--- src/rtl/jtoutrun_rdrom_srv_if.sv ---
// Road ROM server bus: two road client ports plus the SDRAM read port.
// master is the environment side, slave is the server.
interface jtoutrun_rdrom_srv_if #(
    parameter int AW = 14,
    parameter int DW = 16
);
    logic [AW-1:0] rom0_addr;
    logic          rom0_cs;
    logic [DW-1:0] rom0_data;
    logic          rom0_ok;
    logic [AW-1:0] rom1_addr;
    logic          rom1_cs;
    logic [DW-1:0] rom1_data;
    logic          rom1_ok;
    logic [AW-1:0] sdram_addr;
    logic          sdram_cs;
    logic [DW-1:0] sdram_data;
    logic          sdram_ok;

    modport master (
        output rom0_addr, rom0_cs, rom1_addr, rom1_cs,
        output sdram_data, sdram_ok,
        input  rom0_data, rom0_ok, rom1_data, rom1_ok,
        input  sdram_addr, sdram_cs
    );

    modport slave (
        input  rom0_addr, rom0_cs, rom1_addr, rom1_cs,
        input  sdram_data, sdram_ok,
        output rom0_data, rom0_ok, rom1_data, rom1_ok,
        output sdram_addr, sdram_cs
    );
endinterface

--- src/rtl/jtoutrun_rdrom_srv.sv ---
// Road ROM server: one-entry cache per road port, shared SDRAM fetcher
// with alternating priority and shared-address fills.
module jtoutrun_rdrom_srv #(
    parameter int AW = 14,
    parameter int DW = 16
) (
    input  logic                  clk,
    input  logic                  rst,
    jtoutrun_rdrom_srv_if.slave   bus_io
);
    typedef enum logic {IDLE = 1'b0, WAIT = 1'b1} state_t;

    state_t        state_q, state_d;
    logic          pri_q, pri_d;
    logic          srv_q, srv_d;
    logic [AW-1:0] addr_q, addr_d;
    logic [AW-1:0] tag0_q, tag0_d, tag1_q, tag1_d;
    logic [DW-1:0] dat0_q, dat0_d, dat1_q, dat1_d;
    logic          vld0_q, vld0_d, vld1_q, vld1_d;

    logic hit0, hit1, miss0, miss1;
    logic take, fire, cs, sel, upd0, upd1;

    assign hit0  = vld0_q && (tag0_q == bus_io.rom0_addr);
    assign hit1  = vld1_q && (tag1_q == bus_io.rom1_addr);
    assign miss0 = bus_io.rom0_cs && !hit0;
    assign miss1 = bus_io.rom1_cs && !hit1;

    assign bus_io.rom0_ok    = bus_io.rom0_cs && hit0;
    assign bus_io.rom1_ok    = bus_io.rom1_cs && hit1;
    assign bus_io.rom0_data  = dat0_q;
    assign bus_io.rom1_data  = dat1_q;
    assign bus_io.sdram_addr = addr_q;
    assign bus_io.sdram_cs   = cs;

    always_ff @(posedge clk or posedge rst) begin
        if (rst) state_q <= IDLE;
        else     state_q <= state_d;
    end

    always_comb begin
        state_d = state_q;
        unique case (state_q)
            IDLE: if (miss0 || miss1)   state_d = WAIT;
            WAIT: if (bus_io.sdram_ok)  state_d = IDLE;
            default: state_d = IDLE;
        endcase
    end

    always_comb begin
        cs   = 1'b0;
        take = 1'b0;
        fire = 1'b0;
        unique case (state_q)
            IDLE: take = miss0 || miss1;
            WAIT: begin
                cs   = 1'b1;
                fire = bus_io.sdram_ok;
            end
            default: ;
        endcase
    end

    // Served port always fills; the other fills too if it wants the same word
    always_comb begin
        sel  = (miss0 && miss1) ? pri_q : miss1;
        upd0 = fire && (!srv_q ||
               (bus_io.rom0_cs && bus_io.rom0_addr == addr_q));
        upd1 = fire && (srv_q ||
               (bus_io.rom1_cs && bus_io.rom1_addr == addr_q));
        addr_d = addr_q;
        srv_d  = srv_q;
        pri_d  = pri_q;
        tag0_d = tag0_q;
        dat0_d = dat0_q;
        vld0_d = vld0_q;
        tag1_d = tag1_q;
        dat1_d = dat1_q;
        vld1_d = vld1_q;
        if (take) begin
            addr_d = sel ? bus_io.rom1_addr : bus_io.rom0_addr;
            srv_d  = sel;
        end
        if (fire) pri_d = ~srv_q;
        if (upd0) begin
            tag0_d = addr_q;
            dat0_d = bus_io.sdram_data;
            vld0_d = 1'b1;
        end
        if (upd1) begin
            tag1_d = addr_q;
            dat1_d = bus_io.sdram_data;
            vld1_d = 1'b1;
        end
    end

    always_ff @(posedge clk or posedge rst) begin
        if (rst) begin
            addr_q <= '0;
            srv_q  <= 1'b0;
            pri_q  <= 1'b0;
            tag0_q <= '0;
            dat0_q <= '0;
            vld0_q <= 1'b0;
            tag1_q <= '0;
            dat1_q <= '0;
            vld1_q <= 1'b0;
        end else begin
            addr_q <= addr_d;
            srv_q  <= srv_d;
            pri_q  <= pri_d;
            tag0_q <= tag0_d;
            dat0_q <= dat0_d;
            vld0_q <= vld0_d;
            tag1_q <= tag1_d;
            dat1_q <= dat1_d;
            vld1_q <= vld1_d;
        end
    end
endmodule

--- src/flat_wrapper.sv ---
// flat-port wrapper written by rule: the top's interface ports become plain ports
module jtoutrun_rdrom_srv_flat 
#(
    parameter int AW = 14,
    parameter int DW = 16
)
  (clk, rst, bus_io_rom0_addr, bus_io_rom0_cs, bus_io_rom1_addr, bus_io_rom1_cs, bus_io_sdram_data, bus_io_sdram_ok, bus_io_rom0_data, bus_io_rom0_ok, bus_io_rom1_data, bus_io_rom1_ok, bus_io_sdram_addr, bus_io_sdram_cs);
  jtoutrun_rdrom_srv_if #(.AW(AW), .DW(DW)) bus_io_i ();
  input  logic clk;
  input  logic rst;
  input wire logic [$bits(bus_io_i.rom0_addr)-1:0] bus_io_rom0_addr;
  input wire logic [$bits(bus_io_i.rom0_cs)-1:0] bus_io_rom0_cs;
  input wire logic [$bits(bus_io_i.rom1_addr)-1:0] bus_io_rom1_addr;
  input wire logic [$bits(bus_io_i.rom1_cs)-1:0] bus_io_rom1_cs;
  input wire logic [$bits(bus_io_i.sdram_data)-1:0] bus_io_sdram_data;
  input wire logic [$bits(bus_io_i.sdram_ok)-1:0] bus_io_sdram_ok;
  output wire logic [$bits(bus_io_i.rom0_data)-1:0] bus_io_rom0_data;
  output wire logic [$bits(bus_io_i.rom0_ok)-1:0] bus_io_rom0_ok;
  output wire logic [$bits(bus_io_i.rom1_data)-1:0] bus_io_rom1_data;
  output wire logic [$bits(bus_io_i.rom1_ok)-1:0] bus_io_rom1_ok;
  output wire logic [$bits(bus_io_i.sdram_addr)-1:0] bus_io_sdram_addr;
  output wire logic [$bits(bus_io_i.sdram_cs)-1:0] bus_io_sdram_cs;
  assign bus_io_i.rom0_addr = bus_io_rom0_addr;
  assign bus_io_i.rom0_cs = bus_io_rom0_cs;
  assign bus_io_i.rom1_addr = bus_io_rom1_addr;
  assign bus_io_i.rom1_cs = bus_io_rom1_cs;
  assign bus_io_i.sdram_data = bus_io_sdram_data;
  assign bus_io_i.sdram_ok = bus_io_sdram_ok;
  assign bus_io_rom0_data = bus_io_i.rom0_data;
  assign bus_io_rom0_ok = bus_io_i.rom0_ok;
  assign bus_io_rom1_data = bus_io_i.rom1_data;
  assign bus_io_rom1_ok = bus_io_i.rom1_ok;
  assign bus_io_sdram_addr = bus_io_i.sdram_addr;
  assign bus_io_sdram_cs = bus_io_i.sdram_cs;
  jtoutrun_rdrom_srv #(.AW(AW), .DW(DW)) u_core (.clk(clk), .rst(rst), .bus_io(bus_io_i));
endmodule
--- config.mk ---
export PLATFORM = sky130hd
export DESIGN_NAME = jtoutrun_rdrom_srv_flat
export DESIGN_NICKNAME = d
export VERILOG_FILES = /design/src/rtl/jtoutrun_rdrom_srv_if.sv /design/src/rtl/jtoutrun_rdrom_srv.sv /design/src/flat_wrapper.sv
export SDC_FILE = /design/constraint.sdc
export NUM_CORES = 1
export LEC_CHECK = 0
export CAP_MARGIN = 5
export CORE_ASPECT_RATIO = 1.5
export CORE_UTILIZATION = 44
export DETAILED_ROUTE_END_ITERATION = 7
export PLACE_DENSITY = 0.87
export SLEW_MARGIN = 20
export SYNTH_ARGS = -nofsm -noshare
export SYNTH_HDL_FRONTEND = slang
export SYNTH_SLANG_ARGS = --single-unit
export TNS_END_PERCENT = 1
--- constraint.sdc ---
create_clock -name clk -period 2.6 [get_ports clk]
set_clock_uncertainty 0.15 [all_clocks]
set_input_delay 0.39 -clock clk [delete_from_list [all_inputs] [get_ports clk]]
set_output_delay 0.39 -clock clk [all_outputs]
set_load 0.1 [all_outputs]
==> results of run 1 <==
cells by family after synthesis:
family | Yosys count | synth area share
AND/OR/NAND/NOR | 48 | 0.0697
XOR/XNOR | 56 | 0.130
multiplexers | 75 | 0.219
buffers and inverters | 13 | 0.0212
flip-flops | 79 | 0.524
AO/OA/AOI/OAI | 21 | 0.0362
sequential cells by signal, summed over array words and instances, names as in the netlist:
register                  flops
u_core.bus_io.rom0_data      16
u_core.bus_io.rom1_data      16
u_core.bus_io.sdram_addr     14
u_core.pri_q                  1
u_core.srv_q                  1
u_core.state_q                1
u_core.tag0_q                14
u_core.tag1_q                14
u_core.vld0_q                 1
u_core.vld1_q                 1
per-layer routing:
metal,GRT usage,up-vias,share of wire
li1,-,1294,-
met1,0.244,1407,0.37
met2,0.412,97,0.54
met3,0.0516,24,0.054
met4,0.118,0,0.034
met5,0,-,0
worst max-delay path, delay by kind of cell:
kind | cells | cell delay [ns]
buffers and inverters | 3 | 0.89
and+or+nand+nor | 3 | 0.60
xor gates and xnor gates | 1 | 0.14
area by class of cell:
cell class / instances / area [sq um]
Multi-Input combinational cell: 200 / 1760
Clock inverter: 4 / 45.0
Sequential cell: 79 / 1980
Inverter: 3 / 11.3
Fill cell: 639 / 2990
Timing Repair Buffer: 132 / 1190
Clock buffer: 12 / 246
Tap cell: 107 / 134
how the worst min path moves through the flow:
stage	endpoint	slack, ns	from
after global placement	u_core.vld0_q	0.30	u_core.vld0_q
final	u_core.bus_io.rom0_data[3]	0.31	rst
after detailed placement	u_core.vld0_q	0.34	u_core.vld0_q
after CTS	u_core.bus_io.rom0_data[1]	0.34	rst
after floorplan	u_core.vld0_q	0.29	u_core.vld0_q
after global routing	u_core.bus_io.sdram_addr[8]	0.36	bus_io_rom0_addr[8]
cells in the mapped netlist, drive strengths merged (2+ instances only):
cell	instances
dfrtp	79
mux2	60
xnor2	45
mux2i	15
a21oi	14
nor2	14
nand4	13
xor2	11
buf	8
nor4	6
nand3	5
inv	3
nand2	3
and2	2
clkbuf	2
nand2b	2
o21ai	2
cells in the final DEF (no fill, tap or decap), drive strengths merged:
master | synthesis | routed
clkbuf | 2 | 12
a21oi | 14 | 14
nor2 | 14 | 14
inv | 3 | 3
o21ai | 2 | 2
nor4 | 6 | 6
or2 | 1 | 1
mux2 | 60 | 60
o22ai | 1 | 1
nand2 | 3 | 3
nand4 | 13 | 13
o311ai | 1 | 1
nand2b | 2 | 2
dfrtp | 79 | 79
clkdlybuf4s50 | 0 | 42
o21a | 1 | 1
nor2b | 1 | 1
and2 | 2 | 2
or4 | 1 | 1
dlygate4sd2 | 0 | 2
dlymetal6s2s | 0 | 4
mux2i | 15 | 15
xor2 | 11 | 11
nand3 | 5 | 5
o21bai | 1 | 1
bufinv | 0 | 1
clkinv | 0 | 3
buf | 8 | 84
o2bb2ai | 1 | 1
xnor2 | 45 | 45
through the flow:
stage	hold WS, ns	power (mW)	setup TNS (ns)	setup WS (ns)
6_report	0.307	7.29	0	0.0551
3_5_place_dp	0.336	6.05	-4.45	-0.166
5_1_grt	0.356	7.57	0	0.000234
3_3_place_gp	0.304	5.95	-3.84	-0.153
4_1_cts	0.338	7.32	0	0.00106
2_1_floorplan	0.289	5.05	-2.13	-0.0761
timing repair:
action | CTS | global route
setup endpoints to repair | 1 | 2
pin swaps | 1 | 3
resized for setup | 4 | 7
power breakdown:
part	leakage [nW]	switching, mW	internal, mW
combinational	1.26	2.74	1.17
sequential	0.895	0.401	1.74
clock	0.146	0.476	0.765
==> impl_metrics.py, run 1 <==
metrics = {
    "run_status": {
        "status": "completed",
    },
    "drt": {
        "drt_wl_total_um": 9270,
        "wl_per_cell_um": 17.3,
        "drc": 0,
        "vias": 2822,
        "avgViaCountPerCell": 5.26,
        "ant_nets": 0,
        "drt_iter0_markers": 100,
        "firstDrtPassIters": 4,
    },
    "critical_path": {
        "critPathKind": "in -> out",
        "cp.arrival_ns": 2.00,
        "r2r_start": "u_core.tag1_q[0]",
        "reg2reg_to": "u_core.bus_io.sdram_addr[13]",
        "worst-r2r-cell-count": 7,
        "reg2reg_slack_ns": 0.26,
        "worst-path-max-fanout": 3,
        "cp-startpoint": "bus_io_rom0_addr[4]",
        "end_kind": "output pin",
        "worstPathRequired_ns": 2.06,
        "crit_chain": "clkdlybuf4s50_1 -> xnor2_1 -> nand4_1 -> nor4_2 -> buf_4 -> and2_4 -> buf_12",
        "critPathLaunchType": "input port",
        "slowest_delay_ns": 0.54,
        "worstSetupEndpoint": "bus_io_rom0_ok",
        "slowest_stage": "clkdlybuf4s50_1",
    },
    "logic_synthesis": {
        "syn_area_sq_um": 3770,
        "synth_edf_count": 0,
        "ys_seq_elements": 79,
        "seq_area_frac_synth": 0.524,
        "synth_ff_type": "dfrtp_1",
        "syn_nets": 341,
        "synth_area_leaders": "dfrtp_1 (52%), mux2_2 (18%), xnor2_1 (10%), mux2i_1 (4.0%), xor2_1 (2.6%)",
        "avgSynthCellArea_sq_um": 12.9,
        "synth_top_area_cell": "dfrtp_1",
        "synth_cell_types": 28,
        "netlist_instances": 292,
        "yosys_warnings": 0,
        "yosysTopAreaCellShare": 0.524,
        "synth-async-reset-ratio": 1.00,
    },
    "grt": {
        "grt_pass1_vias": 3043,
        "gr-total-overflow": 0,
        "grt_max_degree": 80,
        "grt_pass1_wl_um": 15200,
        "antenna_found_initial": 0,
        "track_usage": 0.227,
    },
    "clocking": {
        "cts_hold_buf": 0,
        "cts_sinks": 79,
        "cts_root_buf": "clkbuf_16",
        "cts_setup_buffers": 0,
        "cts_tree": "done",
        "cts_max_path_buffers": 2,
        "insertion_delay_ns": 0.34,
        "clk_pin_slew_worst_paths_ns": 0.05,
        "cts_buffers": 9,
        "cts_htree_levels": 3,
    },
    "final_layout": {
        "antenna_cells": 0,
        "finalInstanceArea_sq_um": 5370,
        "area_growth_pct": 42.4,
        "fin_util": 0.642,
        "nets": 474,
        "drive_gt1_frac": 0.398,
        "stdcell_count": 537,
    },
    "placement": {
        "routabilityCongestion": 0.827,
        "dpl_cell_area_sq_um": 5040,
        "dp_hpwl_um": 6760,
        "port_buffers": 97,
        "dp_cells": 521,
    },
    "floorplanning": {
        "ioPinCount": 98,
        "start_util": 0.451,
        "core_area_sq_um": 8360,
        "die_w_um": 77.6,
        "die-area_sq_um": 8960,
        "num_rows": 41,
        "dieHeight_um": 115,
    },
    "min_path": {
        "hp-class": "in -> async",
    },
    "power": {
        "peakVddDrop_mv": 1.15,
        "power-per-cell-area_nw_per_um2": 1360,
        "leakage_nw": 2.30,
    },
    "sta": {
        "relSlewSlack": 0.711,
        "finalCriticalPeriod_ns": 2.54,
        "rsz0062_at_grt": "no",
        "finalMaxSlewViolations": 0,
        "fmax_mhz": 393,
        "fin_crit_sh": 0.979,
        "tightest_slew_ns": 0.433,
        "finalSetupViolations": 0,
        "hold_viol": 0,
    },
    "flow_run": {
        "maxCapViolCount": 0,
    },
}
No activity file was read; power rests on OpenSTA's default activity.
==> inputs of run 2 (changes only) <==
Settings changed: CORE_UTILIZATION 44 to 40, PLACE_DENSITY 0.87 to 0.7.
==> run 2 against run 1 <==
  * The flow now finishes with violations (negative setup slack)
  * Die area rose by 9.8%
  * Final cell count rose by 2.8%
  * Cell area rose by 1.8%
  * Clock power barely moved
  * Maximum frequency fell by 2.2%
  * Setup slack got worse by 0.056 ns
  * Via count fell by 1.2%
  * Total power rose by 1.1%
  * Global-route usage fell by 1.9 points
  * Hold slack got worse by 0.0022 ns
  * Critical path depth did not move
  * Clock-buffer cell count did not move
  * Critical endpoint is now bus_io_rom1_ok
  * Largest power group unchanged
==> impl_metrics.py, run 2 (synthesis results as in run 1) <==
metrics = {
    "run_status": {
        "status": "complete, but fails checks",
        "violations": "negative setup slack",
    },
    "power": {
        "power-per-cell-area_nw_per_um2": 1350,
        "total_switching_power_mw": 3.63,
        "clock_power_share": 0.168,
        "intPower_mw": 3.74,
        "leakage_nw": 2.37,
        "p_comb_frac": 0.544,
        "netSwitchingFraction": 0.492,
        "seq_power_share": 0.288,
        "peakVddDrop_mv": 1.13,
    },
    "floorplanning": {
        "ioPinCount": 98,
        "num_rows": 43,
        "die-area_sq_um": 9830,
        "core_area_sq_um": 9200,
        "die_w_um": 81.3,
        "dieHeight_um": 121,
        "start_util": 0.410,
    },
    "sta": {
        "finalCriticalPeriod_ns": 2.60,
        "finalSetupViolations": 1,
        "fin_ws_ns": -0.00115,
        "rsz0062_at_grt": "yes",
        "fin_crit_sh": 1.00,
        "tns_ns": -0.00115,
        "hold_viol": 0,
        "finalMaxSlewViolations": 0,
        "fmax_mhz": 384,
        "relSlewSlack": 0.717,
        "tightest_slew_ns": 0.425,
    },
    "grt": {
        "grt_pass1_wl_um": 15000,
        "grt_max_degree": 80,
        "grt-busiest-layer": "met2",
        "grt_use_met3": 0.0541,
        "grt_pass1_vias": 3057,
        "antenna_found_initial": 0,
        "track_usage": 0.208,
        "use_met2": 0.364,
        "gr-total-overflow": 0,
        "grtUsageMet1": 0.239,
    },
    "drt": {
        "wl_per_cell_um": 16.9,
        "vias": 2787,
        "drc": 0,
        "avgViaCountPerCell": 5.05,
        "drt_wl_total_um": 9330,
        "firstDrtPassIters": 4,
        "ant_nets": 0,
        "drt_iter0_markers": 166,
    },
    "final_layout": {
        "layout_commonest_cell": "buf_4",
        "multiInputGateArea_sq_um": 1780,
        "stdcell_count": 552,
        "fillCellCount": 730,
        "antenna_cells": 0,
        "area_growth_pct": 44.9,
        "final-seq-area_sq_um": 1980,
        "nets": 484,
        "layout_common_cells": "buf_4 (88), dfrtp_1 (79), mux2_2 (60), clkdlybuf4s50_1 (40), xnor2_1 (39)",
        "drive_gt1_frac": 0.414,
    },
    "critical_path": {
        "cp-startpoint": "bus_io_rom1_addr[6]",
        "reg2reg_slack_ns": 0.27,
        "critPathKind": "in -> out",
        "cp.arrival_ns": 2.06,
        "worst-path-max-fanout": 2,
        "end_kind": "output pin",
        "r2r_start": "u_core.bus_io.sdram_addr[5]",
        "critPathLaunchType": "input port",
        "worstPathRequired_ns": 2.06,
    },
    "clocking": {
        "cts_htree_levels": 3,
        "cts_tree": "done",
        "insertion_delay_ns": 0.33,
        "clk_pin_slew_worst_paths_ns": 0.06,
        "cts_max_path_buffers": 2,
        "cts_sinks": 79,
        "cts_root_buf": "clkbuf_16",
        "cts_buffers": 9,
    },
    "placement": {
        "dp_hpwl_um": 6910,
        "port_buffers": 97,
        "dp_cells": 535,
        "routabilityCongestion": 0.969,
    },
    "min_path": {
        "hp-class": "in -> async",
    },
    "flow_run": {
        "maxCapViolCount": 0,
    },
}
-- run 2: cell count changes in the layout (fill, tap and decap cells not counted), sizes merged --
cell / change
dlymetal6s2s: +1
buf: +10
dlygate4sd2: +1
clkdlybuf4s50: -2
-- run 2: routing by layer --
metal / wire length (um) / vias up
met2: 4960 / 87
met1: 3760 / 1377
li1: - / 1316
met4: 93 / 0
met3: 520 / 7
met5: 0 / -
-- run 2: worst max-delay path, stage by stage --
cell             delay [ns]
clkdlybuf4s50_1        0.48
xnor2_2                0.22
buf_4                  0.15
nand4_1                0.09
nor4_1                 0.30
and2_1                 0.24
buf_12                 0.19
-- run 2: repair_timing --
action                                  in CTS  in global routing
endpoints found under the hold margin        0                  0
hold buffers                                 0                  0
pin swaps                                    1                  2
endpoints found under the setup margin       2                  2
buffers inserted                             0                  1
gates resized for setup                      6                  8
-- run 2: area by class of cell --
type / count / area share
Multi-Input combinational cell: 200 / 0.325
Inverter: 3 / 0.00206
Timing Repair Buffer: 142 / 0.232
Clock inverter: 4 / 0.00824
Clock buffer: 12 / 0.0451
Tap cell: 112 / 0.0256
Sequential cell: 79 / 0.362
-- run 2: power groups by stage --
stage	clock network (mW)	registers, mW	logic (mW)
floorplan	0	4.09	0.963
global placement	0	2.09	3.96
detailed placement	0	2.12	4.00
CTS	1.26	2.11	4.02
global route	1.31	2.19	4.16
finish	1.24	2.12	4.01
-- run 2: stage by stage --
stage	setup WS, ns	hold slack [ns]	total power [mW]	utilization	instance area [sq um]
floorplan	-0.0761	0.289	5.05	-	3770
global placement	-0.175	0.306	6.05	0.556	5110
detailed placement	-0.249	0.308	6.12	0.556	5110
CTS	-0.0230	0.322	7.40	0.590	5420
global route	-0.00623	0.337	7.66	0.594	5470
finish	-0.00115	0.305	7.37	0.594	5470
-- run 2: path summary, 6_finish.rpt --
path / cells after the start / to
worst max-delay path: 7 / bus_io_rom1_ok
worst min-delay path: 3 / u_core.tag1_q[3]
worst max register to register: 6 / u_core.tag0_q[11]
worst min register to register: 1 / u_core.vld0_q
max in group asynchronous: 3 / u_core.bus_io.rom1_data[15]
min in group clk: 1 / u_core.vld0_q
